===== src/rtl/ram_arbiter_pkg.sv =====
// Shared types and constants for the two-port RAM arbiter.
// Holds the FSM state encoding, default widths and port identifiers.
package ram_arbiter_pkg;

  localparam int DEF_WIDTH  = 8;
  localparam int DEF_ADDR_W = DEF_WIDTH / 2;

  localparam logic PORT_CPU = 1'b0;
  localparam logic PORT_LDR = 1'b1;

  typedef enum logic [1:0] {
    IDLE   = 2'd0,
    GRANT  = 2'd1,
    ACCESS = 2'd2,
    DONE   = 2'd3
  } state_e;

endpackage


===== src/rtl/rr_arb2.sv =====
// Two-way round-robin picker; the pointer remembers the last granted port
// and moves only when the caller actually issues a grant.
module rr_arb2
  import ram_arbiter_pkg::*;
(
  input  logic       clk,
  input  logic       rst_n,
  input  logic [1:0] req,
  input  logic       grant,
  output logic       winner,
  output logic       any
);

  logic last_r;

  assign any = |req;

  // Pick the sole requester, or on a tie the port not granted last.
  always_comb begin
    winner = PORT_CPU;
    case (req)
      2'b01:   winner = PORT_CPU;
      2'b10:   winner = PORT_LDR;
      2'b11:   winner = (last_r == PORT_CPU) ? PORT_LDR : PORT_CPU;
      default: winner = PORT_CPU;
    endcase
  end

  // Last-grant pointer; reset value lets the loader win the first tie.
  always_ff @(posedge clk or negedge rst_n) begin
    if (!rst_n) begin
      last_r <= PORT_CPU;
    end else if (grant && any) begin
      last_r <= winner;
    end else begin
      last_r <= last_r;
    end
  end

endmodule


===== src/rtl/ram_arbiter.sv =====
// Arbitrates a CPU port and a program-loader port onto one single-port RAM.
// Each access walks IDLE -> GRANT -> ACCESS -> DONE using latched request data.
module ram_arbiter
  import ram_arbiter_pkg::*;
#(
  parameter int WIDTH = DEF_WIDTH
) (
  input  logic                  clk,
  input  logic                  rst_n,
  input  logic                  cpu_req,
  input  logic                  cpu_we,
  input  logic [WIDTH/2-1:0]    cpu_addr,
  input  logic [WIDTH-1:0]      cpu_wdata,
  input  logic                  ldr_req,
  input  logic                  ldr_we,
  input  logic [WIDTH/2-1:0]    ldr_addr,
  input  logic [WIDTH-1:0]      ldr_wdata,
  output logic                  cpu_gnt,
  output logic                  ldr_gnt,
  output logic                  cpu_done,
  output logic                  ldr_done,
  output logic [WIDTH-1:0]      rdata,
  output logic [WIDTH/2-1:0]    ram_addr,
  input  logic [WIDTH-1:0]      ram_rdata,
  output logic                  ram_wr_en,
  output logic                  ram_rd_en,
  output logic [WIDTH-1:0]      bus_out,
  output logic                  bus_oe,
  output logic                  busy
);

  localparam int ADDR_W = WIDTH / 2;

  state_e             state_r, state_next;
  logic               grant_s, winner_s, any_s;
  logic               owner_r, owner_next;
  logic               we_r, we_next;
  logic [ADDR_W-1:0]  addr_r, addr_next;
  logic [WIDTH-1:0]   wdata_r, wdata_next;
  logic               busy_next, wr_next, rd_next;

  rr_arb2 u_rr_arb2 (
    .clk    (clk),
    .rst_n  (rst_n),
    .req    ({ldr_req, cpu_req}),
    .grant  (grant_s),
    .winner (winner_s),
    .any    (any_s)
  );

  // Next-state logic: requests are only looked at in IDLE.
  always_comb begin
    state_next = state_r;
    grant_s    = 1'b0;
    case (state_r)
      IDLE: begin
        if (any_s) begin
          state_next = GRANT;
          grant_s    = 1'b1;
        end else begin
          state_next = IDLE;
        end
      end
      GRANT:   state_next = ACCESS;
      ACCESS:  state_next = DONE;
      DONE:    state_next = IDLE;
      default: state_next = IDLE;
    endcase
  end

  // Capture the winner's command on the grant; hold it for the whole access.
  always_comb begin
    owner_next = owner_r;
    we_next    = we_r;
    addr_next  = addr_r;
    wdata_next = wdata_r;
    if (grant_s) begin
      owner_next = winner_s;
      if (winner_s == PORT_LDR) begin
        we_next    = ldr_we;
        addr_next  = ldr_addr;
        wdata_next = ldr_wdata;
      end else begin
        we_next    = cpu_we;
        addr_next  = cpu_addr;
        wdata_next = cpu_wdata;
      end
    end else begin
      owner_next = owner_r;
    end
  end

  assign busy_next = (state_next != IDLE);
  assign wr_next   = (state_next == ACCESS) && we_r;
  assign rd_next   = (state_next == ACCESS) && !we_r;
  assign ram_addr  = addr_r;

  // State, command latches and all outputs registered off the next state.
  always_ff @(posedge clk or negedge rst_n) begin
    if (!rst_n) begin
      state_r   <= IDLE;
      owner_r   <= PORT_CPU;
      we_r      <= 1'b0;
      addr_r    <= '0;
      wdata_r   <= '0;
      cpu_gnt   <= 1'b0;
      ldr_gnt   <= 1'b0;
      cpu_done  <= 1'b0;
      ldr_done  <= 1'b0;
      ram_wr_en <= 1'b0;
      ram_rd_en <= 1'b0;
      bus_oe    <= 1'b0;
      bus_out   <= '0;
      busy      <= 1'b0;
      rdata     <= '0;
    end else begin
      state_r   <= state_next;
      owner_r   <= owner_next;
      we_r      <= we_next;
      addr_r    <= addr_next;
      wdata_r   <= wdata_next;
      cpu_gnt   <= busy_next && (owner_next == PORT_CPU);
      ldr_gnt   <= busy_next && (owner_next == PORT_LDR);
      cpu_done  <= (state_next == DONE) && (owner_next == PORT_CPU);
      ldr_done  <= (state_next == DONE) && (owner_next == PORT_LDR);
      ram_wr_en <= wr_next;
      ram_rd_en <= rd_next;
      bus_oe    <= wr_next;
      bus_out   <= wr_next ? wdata_r : '0;
      busy      <= busy_next;
      rdata     <= ((state_r == ACCESS) && !we_r) ? ram_rdata : rdata;
    end
  end

endmodule


===== config.mk =====
export PLATFORM = sky130hd
export DESIGN_NAME = ram_arbiter
export DESIGN_NICKNAME = d
export VERILOG_FILES = /design/src/rtl/ram_arbiter_pkg.sv /design/src/rtl/rr_arb2.sv /design/src/rtl/ram_arbiter.sv
export SDC_FILE = /design/constraint.sdc
export NUM_CORES = 1
export LEC_CHECK = 0
export BUFFER_PORTS_ARGS = -buffer_cell sky130_fd_sc_hd__buf_2
export CAP_MARGIN = 20
export CORE_MARGIN = 2
export CORE_UTILIZATION = 52
export DETAILED_ROUTE_END_ITERATION = 10
export GPL_TIMING_DRIVEN = 0
export HOLD_SLACK_MARGIN = 0.02
export PLACE_DENSITY = 0.84
export RECOVER_POWER = 25
export SYNTH_ARGS = -nofsm -noshare
export SYNTH_HDL_FRONTEND = slang
export SYNTH_HIERARCHICAL = 1
export SYNTH_SLANG_ARGS = --single-unit
export TNS_END_PERCENT = 100

===== constraint.sdc =====
create_clock -name clk -period 2.4 [get_ports clk]
set_input_delay 0 -clock clk [delete_from_list [all_inputs] [get_ports clk]]
set_output_delay 0 -clock clk [all_outputs]
set_load 0.05 [all_outputs]

==> results of run 1 <==
final cells by class:
| type | count | share of cell area |
|---|---|---|
| buffer | 11 | 0.0351 |
| multi-input combinational | 78 | 0.247 |
| timing repair buffer | 102 | 0.269 |
| inverter | 4 | 0.00593 |
| sequential | 40 | 0.395 |
| clock buffer | 7 | 0.0257 |
| tap | 44 | 0.0217 |
through the flow:
step / hold slack, ns / utilization
floorplan: -0.296 / -
global route: 0.252 / 0.816
finish: 0.242 / 0.816
detailed placement: 0.159 / 0.680
global placement: 0.133 / 0.680
CTS: 0.224 / 0.821
cells in the final DEF (no fill, tap or decap):
| cell | n |
|---|---|
| clkbuf_4 | 5 |
| and3_1 | 9 |
| and2_1 | 1 |
| nand2_1 | 2 |
| and2_4 | 1 |
| a21oi_1 | 18 |
| buf_4 | 3 |
| a21oi_2 | 9 |
| mux2i_1 | 14 |
| nand3_1 | 1 |
| ha_1 | 5 |
| dfrtp_1 | 40 |
| clkbuf_2 | 1 |
| nor2b_1 | 2 |
| buf_2 | 57 |
| mux2_2 | 8 |
| or2_1 | 1 |
| a21bo_2 | 1 |
| a31oi_1 | 1 |
| dlygate4sd3_1 | 37 |
| clkbuf_1 | 12 |
| a221oi_2 | 1 |
| buf_6 | 2 |
| a22oi_1 | 1 |
| a21boi_0 | 3 |
| inv_1 | 4 |
| buf_12 | 1 |
| clkbuf_8 | 2 |
cell usage after synthesis (3+ instances only):
| master | count | area share |
|---|---|---|
| a21oi_2 | 9 | 0.046 |
| inv_1 | 4 | 0.0087 |
| a21boi_0 | 3 | 0.013 |
| a21oi_1 | 18 | 0.052 |
| buf_4 | 3 | 0.013 |
| and3_1 | 9 | 0.033 |
| dfrtp_1 | 40 | 0.58 |
| ha_1 | 5 | 0.036 |
| mux2i_1 | 14 | 0.081 |
| buf_2 | 4 | 0.012 |
| mux2_2 | 8 | 0.052 |
worst min-delay path, cell delays in order:
cell and delay [ns]:
buf_2 0.10, or2_1 0.12, buf_6 0.14, a21oi_1 0.08, a21oi_1 0.11
where the power goes:
group / internal (mW) / switching (mW) / leakage (nW)
clock network: 0.166 / 0.205 / 0.0374
registers: 0.973 / 0.139 / 0.483
logic: 0.612 / 1.27 / 0.735
routing by layer:
| layer | part of all wire | wire [um] | vias to the layer above | global-route usage |
|---|---|---|---|---|
| met5 | 0 | 0 | - | 0 |
| met4 | 0.019 | 80 | 0 | 0.0729 |
| met3 | 0.062 | 262 | 9 | 0.0693 |
| met2 | 0.52 | 2220 | 63 | 0.451 |
| met1 | 0.40 | 1680 | 697 | 0.269 |
| li1 | - | - | 681 | - |
registers in the layout, indices dropped and copies added, names as in the netlist:
register          flops
bus_out               8
rdata                 8
wdata_r               8
ram_addr              4
state_r               2
bus_oe                1
busy                  1
cpu_done              1
cpu_gnt               1
ldr_done              1
ldr_gnt               1
owner_r               1
ram_rd_en             1
u_rr_arb2/last_r      1
we_r                  1
cells by family after synthesis:
group | after synthesis | share of synthesized area
DFF | 40 | 0.578
AOI/OAI and AO/OA | 34 | 0.133
muxes | 22 | 0.133
and+or+nand+nor | 17 | 0.0593
buffers and inverters | 15 | 0.0600
adders and majority gates | 5 | 0.0362
worst paths after layout:
check	start	to	slack (ns)
setup / recovery	state_r[0]	u_rr_arb2/last_r	0.23
hold / removal	ldr_req	wdata_r[4]	0.24
setup reg to reg	state_r[0]	u_rr_arb2/last_r	0.23
hold reg to reg	we_r	ram_rd_en	0.47
max in group asynchronous	rst_n	rdata[0]	1.49
min in group asynchronous	rst_n	ldr_gnt	0.32
repair_timing:
item                       CTS  global route
setup endpoints to repair    0             0
hold buffers                37             0
hold endpoints to repair    62             0
==> impl_metrics.tcl, run 1 <==
set metrics [dict create \
    placed_cells 242 \
    io-pin-count 66 \
    start_util 0.558 \
    ant_nets 0 \
    path_max_fanout 11 \
    slowest_delay_ns 0.56 \
    cp_data_arrival_time_ns 2.46 \
    h-tree-depth 2 \
    synthesis.nets 176 \
    die_w_um 61.7 \
    crit_slowest_cell "dlygate4sd3_1" \
    slew_headroom 0.375 \
    drive_gt1_frac 0.376 \
    hpwl_um 2570 \
    die_height_um 61.7 \
    total_power_mw 3.37 \
    preCtsSetupSlack_ns 0.825 \
    std_cell_rows 20 \
    start_kind "flip-flop" \
    ys_seq_area_frac 0.578 \
    first_iter_violations 33 \
    wirelength_um 4250 \
    tns_ns 0 \
    status "finished clean" \
    fin_skew_ns 0.0123 \
    grt_pass1_wl_um 6580 \
    first_global_vias 1475 \
    multi_input_area_um2 626 \
    synth-seq-cells 40 \
    clock_path_buffers 2 \
    crit_type "reg -> reg" \
    io_buffers 65 \
    die_area_um2 3810 \
    grt_max_degree 41 \
    dpl_cell_area_um2 2110 \
    core-area_um2 3100 \
    hold_path.class "in -> reg" \
    numCtsBuffers 5 \
    ff_latch_area_um2 1000 \
    postCtsSetupBuffers 0 \
    drt_first_pass_iters 4 \
    cp_num_cells 9 \
    gp_congestion 0.744 \
    antenna_found_initial 0 \
    drv_cap 0 \
    final_hold_viol_count 0 \
    synth_edf_count 0 \
    drc_errors 0 \
    viasPerCell 5.07 \
    rsz0062_at_grt "false" \
    required_ns 2.69 \
    worst_pin_slew_ns 0.937 \
    num_vias 1450 \
    synth_flop_cell "dfrtp_1" \
    final-setup-viol-count 0 \
    post_cts_resized 0 \
    fmax_mhz 460 \
    layout_setup_ws_ns 0.226 \
    worstPathCellList "inv_1 -> ha_1 -> buf_2 -> and2_4 -> buf_6 -> buf_12 -> a21oi_1 -> a31oi_1 -> dlygate4sd3_1" \
    fin_crit_sh 0.906 \
    irDropWorstVdd_mv 0.703 \
    n_antenna_cell 0 \
    fin_area_um2 2530 \
    grt.overflow.total 0 \
    clock_latency_ns 0.35 \
    holdPathStages 5 \
    wl_per_cell_um 14.8 \
    nets 285 \
    synth_area_um2 1730 \
    cts_tree "built" \
    reg2reg_depth 9 \
    slew_viol_final 0 \
    path_buf_inv 5 \
    stdcell_count 286 \
    fillers 185 \
    area_growth_pct 46.3 \
    crit_path_end_kind "flip-flop" \
    synthesis.instances 133 \
    avgSynthCellArea_um2 13.0 \
    cts-root-buf "clkbuf_4" \
    crit_family "buffers and inverters" \
    post-route-min-period_ns 2.17 \
    synth.distinct_cells 24 \
    clk_pin_slew_worst_paths_ns 0.12 \
    p_per_area_nw_per_um2 1330 \
    async_reset_ff_frac 1.00 \
    cts_sinks 40 \
    grt_usage 0.244 \
    power_leakage_nw 1.26 \
    yosys_warnings 6 \
]
(Power assumes the default switching activity.)
==> inputs of run 2 (changes only) <==
- CORE_UTILIZATION: 52 -> 43
- PLACE_DENSITY: 0.84 -> 0.74
- clock period: 2.4 -> 1.8 ns (I/O delays scaled with it)
==> run 2 against run 1 <==
Against the previous run:
- non-clock buffer count shrank 12
- sequential share of layout area grew 1.6 points
- sequential power grew 33%
- global-route usage shrank 7.5 points
- clock-buffer cell count shrank 1
- critical path type unchanged
==> impl_metrics.tcl, run 2 (synthesized netlist as in run 1, its figures left out) <==
set metrics [dict create \
    post-route-min-period_ns 1.58 \
    grt.overflow.total 0 \
    top_regs "bus_out x8, rdata x8, wdata_r x8" \
    start_util 0.439 \
    fin_skew_ns 0.00779 \
    wl_met3_um 304 \
    drive_gt1_frac 0.333 \
    crit_type "reg -> reg" \
    post_cts_resized 0 \
    grt_max_degree 41 \
    io-pin-count 66 \
    final_util 0.617 \
    die_area_um2 4550 \
    first_iter_violations 52 \
    hold_path.class "in -> reg" \
    postCtsSetupBuffers 0 \
    switching_share 0.477 \
    cts_tree "built" \
    num_vias 1305 \
    drv_cap 0 \
    rsz0062_at_grt "false" \
    slew_viol_final 0 \
    fin_crit_sh 0.879 \
    switchingPower_mw 2.11 \
    first_global_vias 1330 \
    tns_ns 0 \
    std_cell_rows 23 \
    die_w_um 67.4 \
    power_leakage_nw 1.17 \
    power.share.sequential 0.336 \
    p_clk_frac 0.139 \
    grt_pass1_wl_um 5620 \
    crit_slowest_cell "dfrtp_1" \
    drc_errors 0 \
    io_buffers 65 \
    crit_path_end_kind "flip-flop" \
    required_ns 2.01 \
    worst_pin_slew_ns 0.851 \
    clk_pin_slew_worst_paths_ns 0.08 \
    layout_common_cells "buf_2 (43), dfrtp_1 (40), clkbuf_1 (27)" \
    path_max_fanout 11 \
    p_per_area_nw_per_um2 1820 \
    final_hold_viol_count 0 \
    h-tree-depth 2 \
    slowest_delay_ns 0.39 \
    wl_met1_um 1570 \
    r2r_setup_slack_ns 0.22 \
    power_frac_comb 0.525 \
    cts_sinks 40 \
    final_common_cell "buf_2" \
    clock_path_buffers 2 \
    hpwl_um 2370 \
    antenna_found_initial 0 \
    cp_data_arrival_time_ns 1.79 \
    top_layer_used "met4" \
    stdcell_count 281 \
    cts-root-buf "clkbuf_8" \
    numCtsBuffers 5 \
    grt_usage 0.169 \
    viasPerCell 4.64 \
    die_height_um 67.4 \
    placed_cells 248 \
    slew_headroom 0.432 \
    n_antenna_cell 0 \
    area_growth_pct 40.6 \
    irDropWorstVdd_mv 1.11 \
    nets 273 \
    worstPathCellList "inv_1 -> ha_1 -> buf_2 -> and2_4 -> buf_6 -> buf_12 -> a21oi_1 -> a31oi_1" \
    gp_congestion 0.676 \
    core-area_um2 3940 \
    drt_first_pass_iters 4 \
    internal_power_mw 2.31 \
    clock_latency_ns 0.29 \
    status "finished clean" \
    dr_wl_met2_um 1690 \
    fmax_mhz 632 \
    wl_per_cell_um 12.8 \
    wirelength_um 3590 \
    final-setup-viol-count 0 \
    start_kind "flip-flop" \
    ant_nets 0 \
]
run 2: cell types whose count changed in the layout (fill, tap and decap cells not counted):
cell	delta
clkbuf_4	-5
clkbuf_1	+15
dlygate4sd3_1	-12
clkinvlp_4	+2
clkbuf_8	+4
clkbuf_2	-1
buf_2	-14
run 2: layout make-up:
class / count / area [um2]
inverters: 4 / 15.0
repair buffers: 90 / 543
multi-input cells: 78 / 626
plain buffers: 11 / 88.8
well taps: 50 / 62.6
flip-flops and latches: 40 / 1000
clock buffers: 6 / 82.6
fillers: 311 / 1510
clock inverters: 2 / 15.0
run 2: path summary, 6_finish.rpt:
| path | cells past startpoint | endpoint | startpoint |
|---|---|---|---|
| worst min-delay path | 3 | wdata_r[6] | cpu_wdata[6] |
| worst max register to register | 8 | u_rr_arb2/last_r | state_r[0] |
| worst max-delay path | 8 | u_rr_arb2/last_r | state_r[0] |
| worst min register to register | 1 | ram_rd_en | we_r |
| max in group asynchronous | 2 | bus_out[4] | rst_n |
| min in group asynchronous | 2 | state_r[0] | rst_n |
run 2: power by group through the flow:
stage	clock network, mW	logic [mW]	registers (mW)
floorplan	0	0.955	2.36
global placement	0	2.32	1.47
detailed placement	0	2.36	1.49
CTS	0.641	2.40	1.48
global route	0.678	2.50	1.53
finish	0.617	2.32	1.48
run 2: per-layer routing:
layer | vias up | track usage
met5 | - | 0
met4 | 0 | 0.0383
met3 | 2 | 0.0600
met2 | 62 | 0.296
met1 | 589 | 0.198
li1 | 652 | -
run 2: critical path: cells and delay by family (launching register included):
family | cells | cell delay [ns]
buf+inv | 4 | 0.56
flops | 1 | 0.39
compound gates | 2 | 0.23
fa+ha+maj | 1 | 0.16
simple gates | 1 | 0.16
run 2: per-stage QoR:
step / hold slack, ns / instance area [um2] / setup slack [ns] / power (mW)
2_1_floorplan: -0.296 / 1730 / 0.386 / 3.32
3_3_place_gp: 0.150 / 2120 / 0.299 / 3.79
3_5_place_dp: 0.158 / 2120 / 0.242 / 3.85
4_1_cts: 0.0204 / 2470 / 0.223 / 4.53
5_1_grt: 0.0277 / 2430 / 0.132 / 4.71
6_report: 0.0265 / 2430 / 0.217 / 4.42
run 2: repair_timing:
action / in CTS / in global routing
hold endpoints to repair: 56 / 0
hold buffers: 25 / 0
setup endpoints to repair: 0 / 0
